File: src/rtl/pixel_stream_feeder_pkg.sv
// Shared types for the pixel feeder: controller states, the {r,g,b} pixel
// layout as it arrives from the frame buffer, and the grey sum width.
package pixel_stream_feeder_pkg;

  localparam int GREY_W = 10;
  localparam int CHAN_W = 8;

  typedef enum logic [2:0] {
    ST_IDLE,
    ST_ARMED,
    ST_FETCH,
    ST_WAIT,
    ST_PRESENT,
    ST_RELEASE,
    ST_DONE
  } feeder_state_t;

  typedef struct packed {
    logic [CHAN_W-1:0] r;
    logic [CHAN_W-1:0] g;
    logic [CHAN_W-1:0] b;
  } pixel_t;

endpackage

File: src/rtl/subsample_counter.sv
// Column/row stride counters for subsampled frame traversal. The row counter
// is allowed to step past the frame so "last" marks an exhausted frame.
module subsample_counter #(
  parameter int FRAME_W = 320,
  parameter int FRAME_H = 240,
  parameter int STEP    = 4,
  parameter int COL_W   = $clog2(FRAME_W + STEP + 1),
  parameter int ROW_W   = $clog2(FRAME_H + STEP + 1)
) (
  input  logic             clk,
  input  logic             reset,
  input  logic             clear,
  input  logic             advance,
  output logic [COL_W-1:0] col,
  output logic [ROW_W-1:0] row,
  output logic             last
);

  logic [COL_W-1:0] col_reg;
  logic [ROW_W-1:0] row_reg;
  logic [COL_W-1:0] col_sum;

  assign col_sum = col_reg + COL_W'(STEP);

  always_ff @(posedge clk or negedge reset) begin
    if (!reset) begin
      col_reg <= '0;
      row_reg <= '0;
    end else if (clear) begin
      col_reg <= '0;
      row_reg <= '0;
    end else if (advance) begin
      // Wrap to the next sampled line once the stride leaves the line.
      if (col_sum >= COL_W'(FRAME_W)) begin
        col_reg <= '0;
        row_reg <= row_reg + ROW_W'(STEP);
      end else begin
        col_reg <= col_sum;
      end
    end
  end

  assign col  = col_reg;
  assign row  = row_reg;
  assign last = (row_reg >= ROW_W'(FRAME_H));

endmodule

File: src/rtl/pixel_stream_feeder.sv
// Walks a frame buffer at a fixed stride and hands one pixel at a time to a
// consumer over a four-phase wantData/newData handshake.
module pixel_stream_feeder
  import pixel_stream_feeder_pkg::*;
#(
  parameter int FRAME_W = 320,
  parameter int FRAME_H = 240,
  parameter int STEP    = 4,
  parameter int ADDR_W  = 17
) (
  input  logic              clk,
  input  logic              reset,
  input  logic              start,
  output logic [ADDR_W-1:0] rd_addr,
  output logic              rd_en,
  input  logic [23:0]       rd_data,
  input  logic              wantData,
  output logic              newData,
  output logic [7:0]        r,
  output logic [7:0]        g,
  output logic [7:0]        b,
  output logic [GREY_W-1:0] grey,
  output logic              noMore,
  output logic              busy
);

  localparam int COL_W = $clog2(FRAME_W + STEP + 1);
  localparam int ROW_W = $clog2(FRAME_H + STEP + 1);

  feeder_state_t     state_reg, state_next;
  logic [COL_W-1:0]  col;
  logic [ROW_W-1:0]  row;
  logic              last;
  logic              start_ok;
  logic              fetch_go;
  logic [ADDR_W-1:0] addr_next;
  logic [ADDR_W-1:0] rd_addr_reg;
  pixel_t            rd_pix;
  pixel_t            pix_reg;
  logic [GREY_W-1:0] grey_next;
  logic [GREY_W-1:0] grey_reg;

  assign start_ok = start && (state_reg == ST_IDLE || state_reg == ST_DONE);
  assign fetch_go = (state_reg == ST_ARMED) && wantData;

  subsample_counter #(
    .FRAME_W (FRAME_W),
    .FRAME_H (FRAME_H),
    .STEP    (STEP),
    .COL_W   (COL_W),
    .ROW_W   (ROW_W)
  ) u_counter (
    .clk     (clk),
    .reset   (reset),
    .clear   (start_ok),
    .advance (state_reg == ST_PRESENT),
    .col     (col),
    .row     (row),
    .last    (last)
  );

  always_ff @(posedge clk or negedge reset) begin
    if (!reset) begin
      state_reg <= ST_IDLE;
    end else begin
      state_reg <= state_next;
    end
  end

  always_comb begin
    state_next = state_reg;
    case (state_reg)
      ST_IDLE:    if (start_ok) state_next = ST_ARMED;
      ST_ARMED:   if (wantData) state_next = ST_FETCH;
      ST_FETCH:   state_next = ST_WAIT;
      ST_WAIT:    state_next = ST_PRESENT;
      ST_PRESENT: state_next = ST_RELEASE;
      ST_RELEASE: if (!wantData) state_next = last ? ST_DONE : ST_ARMED;
      ST_DONE:    if (start_ok) state_next = ST_ARMED;
      default:    state_next = ST_IDLE;
    endcase
  end

  // Address is latched on entry to FETCH so it never shows the past-the-end row.
  assign addr_next = ADDR_W'(row) * ADDR_W'(FRAME_W) + ADDR_W'(col);

  always_ff @(posedge clk or negedge reset) begin
    if (!reset) begin
      rd_addr_reg <= '0;
    end else if (fetch_go) begin
      rd_addr_reg <= addr_next;
    end
  end

  assign rd_pix    = rd_data;
  assign grey_next = GREY_W'(rd_pix.r) + GREY_W'(rd_pix.g) + GREY_W'(rd_pix.b);

  always_ff @(posedge clk or negedge reset) begin
    if (!reset) begin
      pix_reg  <= '0;
      grey_reg <= '0;
    end else if (state_reg == ST_WAIT) begin
      pix_reg  <= rd_pix;
      grey_reg <= grey_next;
    end
  end

  assign rd_addr = rd_addr_reg;
  assign rd_en   = (state_reg == ST_FETCH);
  assign newData = (state_reg == ST_PRESENT);
  assign noMore  = (state_reg == ST_DONE);
  assign busy    = !(state_reg == ST_IDLE || state_reg == ST_DONE);
  assign r       = pix_reg.r;
  assign g       = pix_reg.g;
  assign b       = pix_reg.b;
  assign grey    = grey_reg;

endmodule

File: config.mk
export PLATFORM = sky130hd
export DESIGN_NAME = pixel_stream_feeder
export DESIGN_NICKNAME = d
export VERILOG_FILES = /design/src/rtl/pixel_stream_feeder_pkg.sv /design/src/rtl/subsample_counter.sv /design/src/rtl/pixel_stream_feeder.sv
export SDC_FILE = /design/constraint.sdc
export NUM_CORES = 1
export LEC_CHECK = 0
export BUFFER_PORTS_ARGS = -buffer_cell sky130_fd_sc_hd__buf_2
export CELL_PAD_IN_SITES_DETAIL_PLACEMENT = 1
export CELL_PAD_IN_SITES_GLOBAL_PLACEMENT = 2
export CORE_MARGIN = 3
export CORE_UTILIZATION = 31
export CTS_CLUSTER_SIZE = 14
export DETAILED_ROUTE_END_ITERATION = 12
export GPL_ROUTABILITY_DRIVEN = 1
export PLACE_DENSITY = 0.76
export SLEW_MARGIN = 20
export SYNTH_ARGS = -nofsm -noshare
export SYNTH_HDL_FRONTEND = slang
export SYNTH_SLANG_ARGS = --single-unit
File: constraint.sdc
create_clock -name clk -period 2 [get_ports clk]
set_input_delay 0.4 -clock clk [delete_from_list [all_inputs] [get_ports clk]]
set_output_delay 0.4 -clock clk [all_outputs]
set_load 0.05 [all_outputs]
==> results.md <==
Routing
* **detailed-route wire length** 10.7 mm
* **ratio of routed vias to standard cells** 5.13
* **ANT nets after route** 0
* **detailed-route DRC error count** 0
* **post-detailed-route wirelength per cell** 16.9 um
* **iteration count of the initial detailed-routing pass** 4
* **number of DRC markers in iteration 0** 116
* **total number of vias** 3234

Power and ir drop
* **power density relative to cell area** 1520 mW/mm2
* **VDD IR max** 0.624 mV
* **power consumption** 7.89 mW
* **Leak Pwr** 2.43 nW

Place
* **final weighted congestion of routability-driven global placement** 0.826
* **pre-CTS WS** -0.542 ns
* **Detail Placement HPWL** 8.13 mm
* **instance area at placement** 0.00468 mm2
* **count of buffers inserted at the top-level ports** 80

Synth
* **top cells by count, synth** dfrtp_1, nand2_1, mux2_1
* **Warnings, synthesis** 0
* **part of the Yosys area used for sequential elements** 43.5%
* **most frequent cell after synthesis** dfrtp_1
* **Mean Syn Cell Area** 10.5 um2
* **post-synthesis sequential element count** 65
* **synthesized instance count** 357
* **most area-consuming cells after synthesis** dfrtp_1, mux2_1, ha_1
* **EDFF count, synth** 0
* **Unique masters post-synth** 57
* **share of async-settable or async-resettable flops after synthesis** 100%
* **portion of synthesized cell area occupied by the leading cell type** 43.5%
* **Synth Flop Type** dfrtp_1
* **library cell with the largest summed area after synthesis** dfrtp_1
* **post-synth design cell area** 0.00374 mm2

Flow run
* **reported max-cap violation count** 0

Clocking
* **number of levels the H-tree was split into** 3
* **Num CTS Buffers** 9
* **clock tree from TritonCTS** yes
* **number of clock sinks** 65
* **Clk pin slew, worst setup/hold paths** 0.06 ns
* **Skew-Pair Late Insertion Delay** 0.33 ns
* **buffers from clock root to sink, at most** 2
* **post-cts hold buffer count** 0
* **buffer cell driving the clock tree root** clkbuf_16

GRT
* **maximum number of pins on one net before global-route repair** 44
* **number of antenna violations at the first check in global routing** 0
* **overall overflow remaining after global route** 0
* **global-route wire length before repair** 17.6 mm
* **global router's overall resource usage** 16.6%
* **number of global-route vias before repair** 3575

Layout
* **signed area change from the synthesized netlist to the final layout** 38.9%
* **number of antenna diodes** 0
* **final core occ** 44.7%
* **fraction of final layout cells with drive strength greater than 1** 38.3%
* **total non-filler cell area in the finished layout** 0.00519 mm2
* **flip-flop count of the largest register, all copies and words added** 15
* **number of nets at the end of the flow** 541

STA
* **worst slew margin relative to its limit** 61.2%
* **actual transition at the worst max-transition pin** 0.582 ns
* **total count of hold-check failures in the final report** 0
* **final worst slack** -0.197 ns
* **final worst hold slack** 0.0640 ns
* **number of slew-limit violations in the final report** 0
* **setup repair after global routing missed its margin** true
* **Final min period** 2.20 ns
* **highest attainable clock frequency** 455 MHz
* **number of endpoints failing setup at the final stage** 4
* **clock skew** 0.00979 ns
* **Period Utilization, post-route** 110%

Critical path
* **critical path buffer and inverter count** 1
* **category of the critical setup timing path** in2reg
* **worst-case reg-to-reg path depth** 7
* **critical path data arrival time** 2.42 ns
* **Worst path max stage delay** 0.49 ns
* **endpoint of the most critical register-to-register path** rd_addr[15]
* **reg-to-reg startpoint** u_counter.row[4]
* **type of element launching the critical path** input pin
* **Slowest cell on crit path** fa_1
* **Data required, critical path** 2.22 ns
* **reg2reg setup slack** -0.05 ns
* **critical-path maximum fanout** 2
* **ordered list of cells on the worst path** buf_6, fa_1, ha_2, fa_2, a21o_1, a21oi_2, o21bai_1, a211o_1, a22o_1
* **family with the most delay on the worst path** adder cells
* **type of element capturing the critical path** register

Floorplan
* **I/O pin cnt** 83
* **standard-cell rows** 39
* **Die Y** 116 um
* **die width** 116 um
* **core box area** 0.0116 mm2
* **Starting Density** 32.2%
* **Total Die Area** 0.0134 mm2

Run status
* **violations in the final reports** setup timing
* **outcome** complete, but fails checks

Min path
* **path class of the lowest-slack min-delay path** in2async

-- layout by cell type (no fill, tap or decap), types with 7 or more instances in the layout --
cell type	count
buf_2	78
ha_1	10
o21ai_1	18
mux2_1	24
clkbuf_16	9
nand2_1	43
a21oi_1	10
nand3_1	17
fa_1	8
inv_1	11
a31oi_1	7
o21ai_0	11
buf_4	46
xnor2_1	7
dfrtp_1	62
nor2_1	8
ha_4	9
-- worst max path at each step --
stage / end / depth (start not counted) / start / slack [ns]
finish: grey[7] / 9 / rd_data[17] / -0.20
detailed placement: grey[9] / 10 / rd_data[17] / -0.54
CTS: grey[7] / 9 / rd_data[17] / -0.23
floorplan: grey[7] / 8 / rd_data[17] / -0.36
global placement: grey[7] / 9 / rd_data[17] / -0.53
global route: grey[7] / 9 / rd_data[17] / -0.26
-- kinds of logic after synthesis --
kind of cell | after synthesis | synth area share [%]
simple gates | 107 | 14.5
compound gates | 88 | 16.3
flops | 65 | 43.5
fa+ha+maj | 30 | 11.8
buf+inv | 29 | 3.51
mux | 25 | 7.50
xor+xnor | 12 | 2.81
other cells | 1 | 0.100
-- final cells by class --
cell class,instances,area (um2)
flip-flops and latches,65,1630
multi-input cells,265,2250
well taps,143,179
inverters,13,48.8
repair buffers,130,821
fillers,1313,6420
clock buffers,12,246
clock inverters,3,17.5
-- where the power goes --
group	leakage [nW]	internal [mW]	switching, mW
registers	0.808	1.85	0.368
clock network	0.128	0.862	0.579
logic	1.49	1.29	2.94
total	2.43	4.00	3.89
-- through the flow --
step	cells	setup TNS (ns)
finish	631	-0.373
detailed placement	611	-2.74
global placement	611	-2.49
global route	631	-0.816
floorplan	359	-0.838
CTS	629	-0.529
-- repair_timing --
action                                  4_1_cts  5_1_grt
pin swaps                                    10       19
endpoints found under the setup margin        8       13
setup buffers                                 3        3
cloned                                        0        0
resized for setup                            15       23
-- per-layer routing --
metal  GRT usage, %  vias to the layer above  share of wire (%)
li1               -                     1545                  -
met1           21.1                     1625                 47
met2           28.9                       54                 49
met3           2.35                       10                3.2
met4           5.65                        0                1.2
met5              0                        -                  0
Note: power is estimated with default switching activity, not from simulation.
